[src/rtl/i2c_reg_slave_pkg.sv]
// Shared definitions for the I2C register target: FSM state encoding and
// the bit-level constants used on the open-drain SDA line.
package i2c_reg_slave_pkg;

    typedef enum logic [3:0] {
        ST_IDLE,
        ST_ADDR,
        ST_ADDR_ACK,
        ST_PTR,
        ST_PTR_ACK,
        ST_WDATA,
        ST_WDATA_ACK,
        ST_RDATA,
        ST_RDATA_ACK
    } state_t;

    localparam logic ACK         = 1'b0;
    localparam logic NACK        = 1'b1;
    localparam logic SDA_RELEASE = 1'b1;
    localparam logic SDA_DRIVE   = 1'b0;

    // Open-drain: a 1 on the wire is produced by letting go of it.
    function automatic logic bit_to_sda(input logic b);
        return b ? SDA_RELEASE : SDA_DRIVE;
    endfunction

endpackage

[src/rtl/i2c_line_sync.sv]
// Synchronizes the asynchronous SCL/SDA pads and derives one-clk pulses for
// SCL edges and bus START/STOP conditions.
module i2c_line_sync #(
    parameter int c_sync_stages = 3
) (
    input  logic clk,
    input  logic reset,
    input  logic scl_i,
    input  logic sda_i,
    output logic sda_sync,
    output logic scl_rise,
    output logic scl_fall,
    output logic start,
    output logic stop
);

    localparam int c_last = c_sync_stages - 1;

    logic [c_sync_stages-1:0] scl_pipe_reg;
    logic [c_sync_stages-1:0] sda_pipe_reg;
    logic [c_sync_stages-1:0] scl_pipe_next;
    logic [c_sync_stages-1:0] sda_pipe_next;
    logic                     scl_prev_reg;
    logic                     sda_prev_reg;
    logic                     scl_now;
    logic                     sda_now;

    genvar gi;
    generate
        for (gi = 0; gi < c_sync_stages; gi++) begin : g_sync
            if (gi == 0) begin : g_first
                assign scl_pipe_next[gi] = scl_i;
                assign sda_pipe_next[gi] = sda_i;
            end else begin : g_rest
                assign scl_pipe_next[gi] = scl_pipe_reg[gi-1];
                assign sda_pipe_next[gi] = sda_pipe_reg[gi-1];
            end
        end
    endgenerate

    // Idle bus level is high, so reset everything to 1 to avoid fake edges.
    always_ff @(posedge clk) begin
        if (reset) begin
            scl_pipe_reg <= '1;
            sda_pipe_reg <= '1;
            scl_prev_reg <= 1'b1;
            sda_prev_reg <= 1'b1;
        end else begin
            scl_pipe_reg <= scl_pipe_next;
            sda_pipe_reg <= sda_pipe_next;
            scl_prev_reg <= scl_pipe_reg[c_last];
            sda_prev_reg <= sda_pipe_reg[c_last];
        end
    end

    assign scl_now  = scl_pipe_reg[c_last];
    assign sda_now  = sda_pipe_reg[c_last];
    assign sda_sync = sda_now;
    assign scl_rise = scl_now & ~scl_prev_reg;
    assign scl_fall = ~scl_now & scl_prev_reg;
    // SCL must be high in both samples, so an SDA change coincident with an
    // SCL edge is treated as data rather than START/STOP.
    assign start = scl_now & scl_prev_reg & sda_prev_reg & ~sda_now;
    assign stop  = scl_now & scl_prev_reg & ~sda_prev_reg & sda_now;

endmodule

[src/rtl/i2c_reg_slave.sv]
// I2C target exposing a byte-addressed register window: device address,
// register pointer, then write data or auto-incrementing read data.
module i2c_reg_slave
    import i2c_reg_slave_pkg::*;
#(
    parameter logic [6:0] c_dev_addr    = 7'h42,
    parameter int         c_addr_bits   = 8,
    parameter int         c_sync_stages = 3
) (
    input  logic                   clk,
    input  logic                   reset,
    input  logic                   scl_i,
    input  logic                   sda_i,
    output logic                   sda_t,
    output logic                   wr,
    output logic [c_addr_bits-1:0] addr,
    input  logic [7:0]             data_in,
    output logic [7:0]             data_out,
    output logic                   busy
);

    localparam logic [c_addr_bits-1:0] c_addr_one = 1;

    logic sda_sync;
    logic scl_rise;
    logic scl_fall;
    logic start;
    logic stop;

    i2c_line_sync #(
        .c_sync_stages(c_sync_stages)
    ) u_line_sync (
        .clk     (clk),
        .reset   (reset),
        .scl_i   (scl_i),
        .sda_i   (sda_i),
        .sda_sync(sda_sync),
        .scl_rise(scl_rise),
        .scl_fall(scl_fall),
        .start   (start),
        .stop    (stop)
    );

    state_t                 state_reg,     state_next;
    logic [2:0]             bit_cnt_reg,   bit_cnt_next;
    logic [7:0]             shift_reg,     shift_next;
    logic [c_addr_bits-1:0] addr_reg,      addr_next;
    logic [7:0]             data_out_reg,  data_out_next;
    logic                   wr_reg,        wr_next;
    logic                   sda_t_reg,     sda_t_next;
    logic                   busy_reg,      busy_next;
    logic                   rw_reg,        rw_next;
    // Set on the SCL rise inside an ACK slot; separates the fall that opens
    // the slot from the fall that closes it.
    logic                   ack_phase_reg, ack_phase_next;
    logic [7:0]             rx_byte;

    always_ff @(posedge clk) begin
        if (reset) begin
            state_reg     <= ST_IDLE;
            bit_cnt_reg   <= 3'd0;
            shift_reg     <= 8'd0;
            addr_reg      <= '0;
            data_out_reg  <= 8'd0;
            wr_reg        <= 1'b0;
            sda_t_reg     <= SDA_RELEASE;
            busy_reg      <= 1'b0;
            rw_reg        <= 1'b0;
            ack_phase_reg <= 1'b0;
        end else begin
            state_reg     <= state_next;
            bit_cnt_reg   <= bit_cnt_next;
            shift_reg     <= shift_next;
            addr_reg      <= addr_next;
            data_out_reg  <= data_out_next;
            wr_reg        <= wr_next;
            sda_t_reg     <= sda_t_next;
            busy_reg      <= busy_next;
            rw_reg        <= rw_next;
            ack_phase_reg <= ack_phase_next;
        end
    end

    always_comb begin
        state_next     = state_reg;
        bit_cnt_next   = bit_cnt_reg;
        shift_next     = shift_reg;
        addr_next      = addr_reg;
        data_out_next  = data_out_reg;
        wr_next        = 1'b0;
        sda_t_next     = sda_t_reg;
        busy_next      = busy_reg;
        rw_next        = rw_reg;
        ack_phase_next = ack_phase_reg;
        rx_byte        = {shift_reg[6:0], sda_sync};

        if (start) begin
            state_next   = ST_ADDR;
            bit_cnt_next = 3'd0;
            sda_t_next   = SDA_RELEASE;
        end else if (stop) begin
            state_next = ST_IDLE;
            sda_t_next = SDA_RELEASE;
            busy_next  = 1'b0;
        end else if (scl_rise) begin
            case (state_reg)
                ST_ADDR, ST_PTR, ST_WDATA: begin
                    shift_next     = rx_byte;
                    bit_cnt_next   = bit_cnt_reg + 3'd1;
                    ack_phase_next = 1'b0;
                    if (bit_cnt_reg == 3'd7) begin
                        if (state_reg == ST_ADDR) begin
                            if (rx_byte[7:1] == c_dev_addr) begin
                                state_next = ST_ADDR_ACK;
                                rw_next    = rx_byte[0];
                                busy_next  = 1'b1;
                            end else begin
                                state_next = ST_IDLE;
                                busy_next  = 1'b0;
                            end
                        end else if (state_reg == ST_PTR) begin
                            addr_next  = c_addr_bits'(rx_byte);
                            state_next = ST_PTR_ACK;
                        end else begin
                            data_out_next = rx_byte;
                            wr_next       = 1'b1;
                            state_next    = ST_WDATA_ACK;
                        end
                    end
                end
                ST_RDATA: begin
                    bit_cnt_next = bit_cnt_reg + 3'd1;
                    if (bit_cnt_reg == 3'd7) begin
                        state_next     = ST_RDATA_ACK;
                        ack_phase_next = 1'b0;
                    end
                end
                ST_ADDR_ACK, ST_PTR_ACK, ST_WDATA_ACK: begin
                    ack_phase_next = 1'b1;
                end
                ST_RDATA_ACK: begin
                    ack_phase_next = 1'b1;
                    if (sda_sync == NACK) begin
                        state_next = ST_IDLE;
                        busy_next  = 1'b0;
                        sda_t_next = SDA_RELEASE;
                    end else begin
                        addr_next = addr_reg + c_addr_one;
                    end
                end
                default: ;
            endcase
        end else if (scl_fall) begin
            case (state_reg)
                ST_ADDR_ACK, ST_PTR_ACK, ST_WDATA_ACK: begin
                    if (!ack_phase_reg) begin
                        sda_t_next = bit_to_sda(ACK);
                    end else begin
                        bit_cnt_next = 3'd0;
                        sda_t_next   = SDA_RELEASE;
                        if (state_reg == ST_ADDR_ACK && rw_reg) begin
                            state_next = ST_RDATA;
                            shift_next = data_in;
                            sda_t_next = bit_to_sda(data_in[7]);
                        end else if (state_reg == ST_ADDR_ACK) begin
                            state_next = ST_PTR;
                        end else if (state_reg == ST_PTR_ACK) begin
                            state_next = ST_WDATA;
                        end else begin
                            state_next = ST_WDATA;
                            addr_next  = addr_reg + c_addr_one;
                        end
                    end
                end
                ST_RDATA: begin
                    shift_next = {shift_reg[6:0], 1'b0};
                    sda_t_next = bit_to_sda(shift_reg[6]);
                end
                ST_RDATA_ACK: begin
                    if (!ack_phase_reg) begin
                        sda_t_next = SDA_RELEASE;
                    end else begin
                        state_next   = ST_RDATA;
                        bit_cnt_next = 3'd0;
                        shift_next   = data_in;
                        sda_t_next   = bit_to_sda(data_in[7]);
                    end
                end
                default: ;
            endcase
        end
    end

    assign sda_t    = sda_t_reg;
    assign wr       = wr_reg;
    assign addr     = addr_reg;
    assign data_out = data_out_reg;
    assign busy     = busy_reg;

endmodule

[config.mk]
export PLATFORM = sky130hd
export DESIGN_NAME = i2c_reg_slave
export DESIGN_NICKNAME = d
export VERILOG_FILES = /design/src/rtl/i2c_reg_slave_pkg.sv /design/src/rtl/i2c_line_sync.sv /design/src/rtl/i2c_reg_slave.sv
export SDC_FILE = /design/constraint.sdc
export NUM_CORES = 1
export LEC_CHECK = 0
export BUFFER_PORTS_ARGS = -buffer_cell sky130_fd_sc_hd__buf_2
export CORE_UTILIZATION = 30
export DETAILED_ROUTE_END_ITERATION = 6
export GPL_ROUTABILITY_DRIVEN = 0
export GPL_TIMING_DRIVEN = 0
export PLACE_DENSITY_LB_ADDON = 0.1
export SLEW_MARGIN = 20
export SYNTH_ARGS = -nofsm -noshare
export SYNTH_HDL_FRONTEND = slang
export SYNTH_SLANG_ARGS = --single-unit
[constraint.sdc]
create_clock -name clk -period 5.6 [get_ports clk]
set_input_delay 0.28 -clock clk [delete_from_list [all_inputs] [get_ports clk]]
set_output_delay 0.28 -clock clk [all_outputs]
set_load 0.005 [all_outputs]
==> results.md, run 1 <==
- Outcome: finished clean
- Width of the die: 94.2 um
- Initial antenna violation count: 0
- WP data arrival: 2460 ps
- Worst Hold Launch: sda_i
- Area contributors post-synth: dfxtp_1, mux2i_1, a21oi_1
- Critical-path cell list: inv_1, ha_1, a21oi_2, o31a_1, buf_2, a21oi_1, a311oi_1
- Max Freq: 0.446 GHz
- DR WL/cell: 16.8 um
- Lkg Pwr: 1.15 nW
- Fill cells: 861
- Critical Path Sink Type: register
- Final wirelength: 7.27 mm
- Post-Syn Nets: 309
- Max cap viols: 0
- Main synth FF type: dfxtp_1
- GRT Total Usage: 0.177
- Largest net degree at the start of global routing: 14
- Setup violations, final: 0
- Via count: 2,318
- Layout cell share with drive strength beyond 1: 0.231
- Hold_ws: 156 ps
- Final worst setup slack: 3360 ps
- Overall Power: 609 uW
- Slowest-stage cell, CP: ha_1
- Vias in the first global route: 2,282
- Synth top area share: 0.338
- I/O Buffers: 30
- TritonCTS Buffers: 5
- Post-DRT Antenna Nets: 0
- Worst clock skew: 14.0 ps
- Peak VDD IR: 0.0000997 V
- Area of the multi-input gates: 1550 sq um
- Hold depth: 2
- CTS Hold Buffers Added: 0
- Dpl ws: 3380 ps
- Post-synthesis register bit count: 43
- FF-to-FF End: shift_reg[0]
- Final HPWL DP: 5.26 mm
- CTS H-tree lvls: 2
- Post-Synthesis Cells: 291
- Die height: 94.2 um
- Grt total ovfl: 0
- Postcts setup bufs: 0
- Max Root-Sink Buffers: 2
- Sequential cell area: 861 sq um
- Nets@finish: 346
- Yosys synthesis warning count: 0
- Slew margin rel.: 0.600
- CP Launch Point: u_line_sync.scl_prev_reg
- Setup TNS Final: 0 ps
- 1st-iter DRT viols: 213
- Worst-case reg-to-reg path depth: 7
- Vias per cell: 5.34
- Die area: 8870 sq um
- R2r startpoint: u_line_sync.scl_prev_reg
- Post-route DRC: 0
- Reg clk slew, reported paths: 90 ps
- Clk root buf: clkbuf_8
- Measured slew at the worst slew-check pin: 600 ps
- Synth async-reset ratio: 0
- Core Rows: 33
- Yosys cell types: 66
- Cell Area, Synth: 2550 sq um
- Drt pass-1 iters: 4
- Clock Latency Late Sink: 310 ps
- Total clock sinks: 43
- I/O pin cnt: 31
- First-pass GRT wire length: 12.1 mm
- Setup CP Type: reg2reg
- Post-route clock period utilization: 0.401
- CTS tree: done
- Slew Limit Fails: 0
- Final Hold Viols: 0
- Cell taking the most area after synthesis: dfxtp_1
- Worst setup SP type: register
- R2r setup slk: 3360 ps
- Pwr Density: 206 nW/um^2
- Area growth, synth to finish: 15.7%
- Critical path's largest stage delay: 420 ps
- Hold Path Sink: u_line_sync.sda_pipe_reg[0]
- Synthesized area per cell: 8.76 sq um
- RSZ-0062 raised after global routing: false
- HP Class: in2reg
- Crit path time final: 2240 ps
- Post-CTS Resized: 0
- Register area share after synthesis: 0.338
- EDFF count, synth: 0
- CP max FO: 10
- N_diodes: 0
- Initial Utilization: 0.310
- Total core area: 8220 sq um
- CP Data Required Time: 5820 ps
## synth_stat cells (all sizes together), types with 7 or more instances
cell,number
mux2i,17
a21oi,25
dfxtp,43
buf,13
nand3,8
nor2,23
o21ai,15
or2,10
inv,8
nand2b,9
nand2,24
a311oi,7
## placed cells by master (no fill, tap or decap), types with 3 or more instances in the layout
cell      netlist  routed
a22oi_1         3       3
a311oi_1        7       7
or2_2           8       8
ha_1            6       6
nand2b_1        8       8
buf_6           3       3
nor2_1         20      20
o31ai_1         4       4
o21ai_0         8       8
clkbuf_8        0       6
inv_1           8       8
a21oi_1        24      24
nand3b_1        3       3
nor3_1          4       4
mux2i_1        17      17
nand4b_1        3       3
and3_1          5       5
nand3_1         6       6
nor2b_1         5       5
buf_2           6      36
a21o_1          6       6
o21ai_1         7       7
a31oi_1         4       4
nand2_1        24      24
buf_4           4       4
dfxtp_1        43      43
clkbuf_1        5       5
## cells by family after synthesis
group,Yosys count,synth area share
flops,43,0.338
buf+inv,26,0.0559
mux,18,0.0711
xor+xnor,2,0.00687
fa+ha+maj,6,0.0294
compound gates,88,0.252
simple gates,108,0.247
## worst max-delay path: cells and delay by family (launching register included)
kind	cells	cell delay, ps
AO/OA/AOI/OAI	4	1030
adder cells (fa/ha/maj)	1	420
flip-flops	1	370
buffers and inverters	2	330
## per-stage QoR
step	area, sq um	utilization	instances
after global routing	2950	0.359	434
final	2950	0.359	434
after floorplan	2550	-	291
after CTS	2950	0.359	434
after global placement	2830	0.345	426
after detailed placement	2830	0.345	426
## worst max-delay path by stage
stage                               to  slack, ps  depth (start not counted)
after CTS                      addr[5]       3360                          7
final                     shift_reg[0]       3360                          7
after global routing      shift_reg[0]       3140                          7
after floorplan           state_reg[2]       3710                          7
after detailed placement       addr[5]       3380                          7
after global placement         addr[5]       3380                          7
## report_power, final
| part | internal (mW) | leakage (nW) | switching, mW | total (mW) |
|---|---|---|---|---|
| clock | 0.145 | 0.0612 | 0.118 | 0.262 |
| combinational | 0.0132 | 0.742 | 0.0242 | 0.0374 |
| sequential | 0.308 | 0.348 | 0.00127 | 0.309 |
| total | 0.466 | 1.15 | 0.143 | 0.609 |
## area by class of cell
| class | instances | area share |
|---|---|---|
| multi-input cells | 222 | 0.524 |
| flip-flops and latches | 43 | 0.292 |
| repair buffers | 30 | 0.0509 |
| well taps | 105 | 0.0445 |
| plain buffers | 18 | 0.0382 |
| clock buffers | 6 | 0.0280 |
| clock inverters | 2 | 0.0119 |
| inverters | 8 | 0.0102 |
## layer usage
layer | up-vias | global-route usage | share of wire
li1 | 1146 | - | -
met5 | - | 0 | 0
met4 | 0 | 0.0564 | 0.015
met3 | 10 | 0.0332 | 0.052
met1 | 1095 | 0.248 | 0.49
met2 | 67 | 0.272 | 0.44
(Power assumes the default switching activity.)
==> inputs of run 2 (changes only) <==
--- a/config.mk
+++ b/config.mk
@@ -5,6 +5,7 @@
 export SDC_FILE = /design/constraint.sdc
 export NUM_CORES = 1
 export LEC_CHECK = 0
+export ABC_AREA = 1
 export BUFFER_PORTS_ARGS = -buffer_cell sky130_fd_sc_hd__buf_2
 export CORE_UTILIZATION = 30
 export DETAILED_ROUTE_END_ITERATION = 6
==> constraint.sdc (replaced) <==
create_clock -name clk -period 2.3 [get_ports clk]
set_input_delay 0.115 -clock clk [delete_from_list [all_inputs] [get_ports clk]]
set_output_delay 0.115 -clock clk [all_outputs]
set_load 0.005 [all_outputs]
==> results.md, run 2 <==
- Slew Limit Fails: 0 (unchanged)
- Drt pass-1 iters: 4 (unchanged)
- Proportion of synthesized area in mux cells: 0 (-0.0711)
- Count leader, synth: nand2_1
- Max Root-Sink Buffers: 2 (unchanged)
- Core Rows: 33 (unchanged)
- Post-route clock period utilization: 0.874 (+0.474)
- Cell Area, Synth: 2540 sq um (-0.49%)
- I/O pin cnt: 31 (unchanged)
- EDFF count, synth: 0 (unchanged)
- RSZ-0062 raised after global routing: false
- Die area: 8830 sq um (-0.49%)
- Main synth FF type: dfxtp_1
- 1st-iter DRT viols: 79 (-63%)
- First-pass GRT wire length: 11.6 mm (-3.7%)
- Pwr Density: 478 nW/um^2 (+130%)
- CTS Hold Buffers Added: 2 (+2)
- HP Class: in2reg
- Total core area: 8220 sq um (unchanged)
- Worst clock skew: 8.96 ps (-5.08 ps)
- Via count: 2,513 (+8.4%)
- Max Freq: 0.497 GHz (+12%)
- Initial Utilization: 0.309 (-0.00152)
- Xor/xnor share of the synthesized area: 0.00690 (+0.0000339)
- Critical Path Sink Type: register
- Slowest-stage cell, CP: o21ai_0
- Largest family of logic cells by synthesized area: simple AND/OR/NAND/NOR gates
- Synth async-reset ratio: 0 (unchanged)
- Setup TNS Final: 0 ps (unchanged)
- Synth top area share: 0.339 (+0.00166)
- Yosys cell types: 31 (-53%)
- Most frequent cells in the layout: nand2_1, nor2_1, inv_1
- Register area share after synthesis: 0.339 (+0.00166)
- Max cap viols: 0 (unchanged)
- Final wirelength: 6.91 mm (-5.1%)
- Width of the die: 94.0 um (-0.24%)
- Area of the multi-input gates: 1420 sq um (-8.0%)
- I/O Buffers: 30 (unchanged)
- CP max FO: 10 (unchanged)
- Die height: 94.0 um (-0.24%)
- Cell taking the most area after synthesis: dfxtp_1
- Most frequent cells after synthesis: nand2_1, nor2_1, inv_1
- Post-Synthesis Cells: 395 (+36%)
- Measured slew at the worst slew-check pin: 452 ps (-148 ps)
- Overall Power: 1.41 mW (+130%)
- Post-route DRC: 0 (unchanged)
- Synthesized area per cell: 6.42 sq um (-27%)
- Postcts setup bufs: 0 (unchanged)
- GRT Total Usage: 0.171 (-0.00672)
- Final Hold Viols: 0 (unchanged)
- Reg clk slew, reported paths: 90 ps (about the same)
- Sequential cell area: 861 sq um (unchanged)
- Adder-cell share of the synthesized area: 0.0296 (+0.000145)
- CTS H-tree lvls: 2 (unchanged)
- Initial antenna violation count: 0 (unchanged)
- Post-synthesis register bit count: 43 (unchanged)
- Fill cells: 935 (+8.6%)
- Total clock sinks: 43 (unchanged)
- CP Data Required Time: 2530 ps (-3290 ps)
- CP dominant cell by count: nand2_1
- WP data arrival: 2240 ps (-220 ps)
- DR WL/cell: 12.8 um (-24%)
- Yosys synthesis warning count: 0 (unchanged)
- Lkg Pwr: 1.48 nW (+29%)
- Outcome: finished clean
- Largest net degree at the start of global routing: 14 (unchanged)
- Clock Latency Late Sink: 300 ps (about the same)
- Complex-gate fraction of the synthesized area: 0.118 (-0.134)
- Commonest non-fill, non-tap cell in the layout: nand2_1
- CTS tree: done
- Slew margin rel.: 0.698 (+0.0987)
- Vias per cell: 4.65 (-13%)
- Crit path time final: 2010 ps (-233 ps)
- Nets@finish: 452 (+31%)
- Grt total ovfl: 0 (unchanged)
- N_diodes: 0 (unchanged)
- Post-DRT Antenna Nets: 0 (unchanged)
- Post-CTS Resized: 0 (unchanged)
- Setup violations, final: 0 (unchanged)
- TritonCTS Buffers: 5 (unchanged)
- Critical-path cell list: inv_1, ha_1, buf_2, o21ai_0, nor2_1, nand2_1, nor2_4, nand2_2, buf_6, nand2_1, a21oi_1
- Layout cell share with drive strength beyond 1: 0.177 (-0.0540)
- Worst setup SP type: register
- Vias in the first global route: 2,357 (+3.3%)
- Peak VDD IR: 0.000259 V (+160%)
- Setup CP Type: reg2reg
- Area growth, synth to finish: 16.0%
- Post-Syn Nets: 413 (+34%)
- Post-Synth Simple-Gate Area: 0.406 (+0.159)
- Clk root buf: clkbuf_8
- Area contributors post-synth: dfxtp_1, nand2_1, nor2_1
- Critical path's largest stage delay: 390 ps (-30 ps)
- Final HPWL DP: 5.37 mm (+2.1%)
## run 2: cells by family after synthesis
family / after synthesis
and+or+nand+nor: 226
buffers and inverters: 62
AOI/OAI and AO/OA: 56
DFF: 43
adders and majority gates: 6
xor gates and xnor gates: 2
## run 2: critical path: cells and delay by family (launching register included)
kind                       cells  cell delay (ps)
and+or+nand+nor                5              450
DFF                            1              360
adders and majority gates      1              200
AOI/OAI and AO/OA              2              530
buffers and inverters          3              410
## run 2: where the power goes
part / total, mW / switching (mW) / internal (mW)
Sequential: 0.753 / 0.00286 / 0.750
Combinational: 0.105 / 0.0673 / 0.0375
Clock: 0.550 / 0.276 / 0.274
Total: 1.41 / 0.347 / 1.06
## run 2: worst paths after layout
| kind | end | slack (ps) | startpoint | cells past startpoint |
|---|---|---|---|---|
| worst max register to register | addr[7] | 290 | u_line_sync.scl_prev_reg | 11 |
| worst max-delay path | addr[7] | 290 | u_line_sync.scl_prev_reg | 11 |
| worst min register to register | u_line_sync.sda_pipe_reg[1] | 410 | u_line_sync.sda_pipe_reg[0] | 1 |
| worst min-delay path | bit_cnt_reg[0] | 180 | reset | 4 |
## run 2: cell type report
type	count	share of cell area
multi-input cells	290	0.483
flip-flops and latches	43	0.293
inverters	51	0.0651
repair buffers	32	0.0578
well taps	105	0.0446
clock buffers	7	0.0327
plain buffers	11	0.0213
clock inverters	1	0.00255
## run 2: layer usage
metal,part of all wire,global-route usage
met4,0.015,0.0449
met1,0.51,0.234
met3,0.030,0.0291
met2,0.44,0.274
met5,0,0
## run 2: stage by stage
stage                     setup slack (ps)  cells  instance area, sq um  hold slack [ps]   util
after CTS                              293    540                  2940              181  0.358
after global routing                  78.3    540                  2940              209  0.358
after floorplan                        663    395                  2540              219      -
after detailed placement               327    530                  2820              302  0.343
after global placement                 331    530                  2820              300  0.343
final                                  289    540                  2940              184  0.358
==> inputs of run 3 (changes only) <==
==> constraint.sdc (replaced) <==
create_clock -name clk -period 2.3 [get_ports clk]
set_input_delay 0.345 -clock clk [delete_from_list [all_inputs] [get_ports clk]]
set_output_delay 0.345 -clock clk [all_outputs]
set_load 0.005 [all_outputs]
==> results.md, run 3 (synthesis results as in run 2) <==
- Met2 routed WL: 3.02 mm (-0.99%)
- Max cap viols: 0 (unchanged)
- Width of the die: 94.0 um (unchanged)
- Max Freq: 0.499 GHz (+0.37%)
- DP Cell Count: 530 (unchanged)
- Peak VDD IR: 0.000259 V (-0.18%)
- CTS H-tree lvls: 2 (unchanged)
- Post-route cell area: 2920 sq um (-0.68%)
- Hold_ws: 218 ps (+34.0 ps)
- Initial Utilization: 0.309 (unchanged)
- Final HPWL DP: 5.37 mm (unchanged)
- I/O Buffers: 30 (unchanged)
- 1st-iter DRT viols: 86 (+8.9%)
- DR WL/cell: 12.8 um (about the same)
- Final Hold Viols: 0 (unchanged)
- CTS tree: done
- Hold depth: 2 (-2)
- I/O pin cnt: 31 (unchanged)
- Initial antenna violation count: 0 (unchanged)
- Die height: 94.0 um (unchanged)
- Postcts setup bufs: 0 (unchanged)
- Vias in the first global route: 2,338 (-0.81%)
- FF-to-FF End: sda_t
- Critical Path Sink Type: register
- TritonCTS Buffers: 5 (unchanged)
- Final wirelength: 6.88 mm (-0.43%)
- RSZ-0062 raised after global routing: false
- Worst Hold Launch: sda_i
- M1 WL: 3.51 mm (-1.3%)
- R2r setup slk: 300 ps (about the same)
- Total clock sinks: 43 (unchanged)
- Post-DP Area: 2820 sq um (unchanged)
- Measured slew at the worst slew-check pin: 451 ps (-1.39 ps)
- Commonest non-fill, non-tap cell in the layout: nand2_1
- Post-CTS Resized: 0 (unchanged)
- Area growth, synth to finish: 15.2%
- First-pass GRT wire length: 11.6 mm (-0.35%)
- Post-DRT Antenna Nets: 0 (unchanged)
- Slew margin rel.: 0.699 (+0.000926)
- CP Data Required Time: 2490 ps (-40 ps)
- Total core area: 8220 sq um (unchanged)
- Lkg Pwr: 1.48 nW (-0.56%)
- Outcome: finished clean
- Worst-case reg-to-reg path depth: 10 (-1)
- Non-Filler Instances: 538 (-0.37%)
- CP max FO: 10 (unchanged)
- Uppermost layer routed: met4
- Fill cells: 936 (+0.11%)
- Clock Latency Late Sink: 300 ps (about the same)
- Reg clk slew, reported paths: 90 ps (about the same)
- HP Class: in2reg
- Setup TNS Final: 0 ps (unchanged)
- Wire length on met3: 250 um (+23%)
- Worst setup SP type: register
- Pwr Density: 481 nW/um^2 (+0.46%)
- Max Root-Sink Buffers: 2 (unchanged)
- Worst clock skew: 9.04 ps (+0.0854 ps)
- Grt total ovfl: 0 (unchanged)
- CTS Hold Buffers Added: 0 (-2)
- Drt pass-1 iters: 4 (unchanged)
- Hold Path Sink: u_line_sync.sda_pipe_reg[0]
- Nets@finish: 450 (-0.44%)
- Core Rows: 33 (unchanged)
- Via count: 2,483 (-1.2%)
- Sequential cell area: 861 sq um (unchanged)
- Utilization after layout: 0.356 (-0.00244)
- Vias per cell: 4.62 (-0.83%)
- Largest net degree at the start of global routing: 14 (unchanged)
- Slew Limit Fails: 0 (unchanged)
- GRT Total Usage: 0.170 (-0.000512)
- Setup violations, final: 0 (unchanged)
- Post-route DRC: 0 (unchanged)
- Layout cell share with drive strength beyond 1: 0.178 (+0.000818)
- N_diodes: 0 (unchanged)
- Crit path time final: 2000 ps (-7.38 ps)
- Most frequent cells in the layout: nand2_1, nor2_1, inv_1
- WP data arrival: 2200 ps (-40 ps)
- Die area: 8830 sq um (unchanged)
- Setup CP Type: reg2reg
- R2r startpoint: u_line_sync.scl_prev_reg
- Clk root buf: clkbuf_8
- Area of the multi-input gates: 1420 sq um (unchanged)
- Post-route clock period utilization: 0.871 (-0.00321)
[run 3: layout make-up]
cell class / count / area share
multi-input cells: 290 / 0.487
flip-flops and latches: 43 / 0.295
inverters: 51 / 0.0655
repair buffers: 30 / 0.0514
well taps: 105 / 0.0449
clock buffers: 7 / 0.0330
plain buffers: 11 / 0.0214
clock inverters: 1 / 0.00257
[run 3: how the worst max path moves through the flow]
stage / endpoint / slack [ps] / cells after the start / start
after global routing: sda_t / 80 / 10 / u_line_sync.scl_prev_reg
after CTS: addr[7] / 290 / 11 / u_line_sync.scl_prev_reg
after detailed placement: addr[4] / 330 / 12 / u_line_sync.scl_prev_reg
after global placement: sda_t / 330 / 10 / u_line_sync.scl_prev_reg
after floorplan: addr[3] / 660 / 12 / u_line_sync.scl_prev_reg
final: sda_t / 300 / 10 / u_line_sync.scl_prev_reg
[run 3: per-stage QoR]
stage,total power [mW],setup slack (ps)
finish,1.40,296
global route,1.47,78.3
global placement,0.874,331
floorplan,0.841,663
detailed placement,0.874,327
CTS,1.43,293
[run 3: routing by layer]
layer / GRT usage / vias up
met5: 0 / -
met4: 0.0449 / 0
met3: 0.0291 / 10
met2: 0.273 / 42
met1: 0.234 / 1106
li1: - / 1325
[run 3: worst max-delay path: stages (launching register included)]
cell     delay, ps
dfxtp_1        360
inv_1           60
ha_1           200
inv_1          170
buf_2          270
buf_2          270
nand2_1         70
o21ai_0        100
o21ai_0        190
a21oi_1        160
nand2_1         60
[run 3: report_power, final]
part	switching (mW)	internal [mW]	leakage, nW
sequential	0.00285	0.750	0.348
clock	0.276	0.274	0.0505
combinational	0.0668	0.0353	1.08
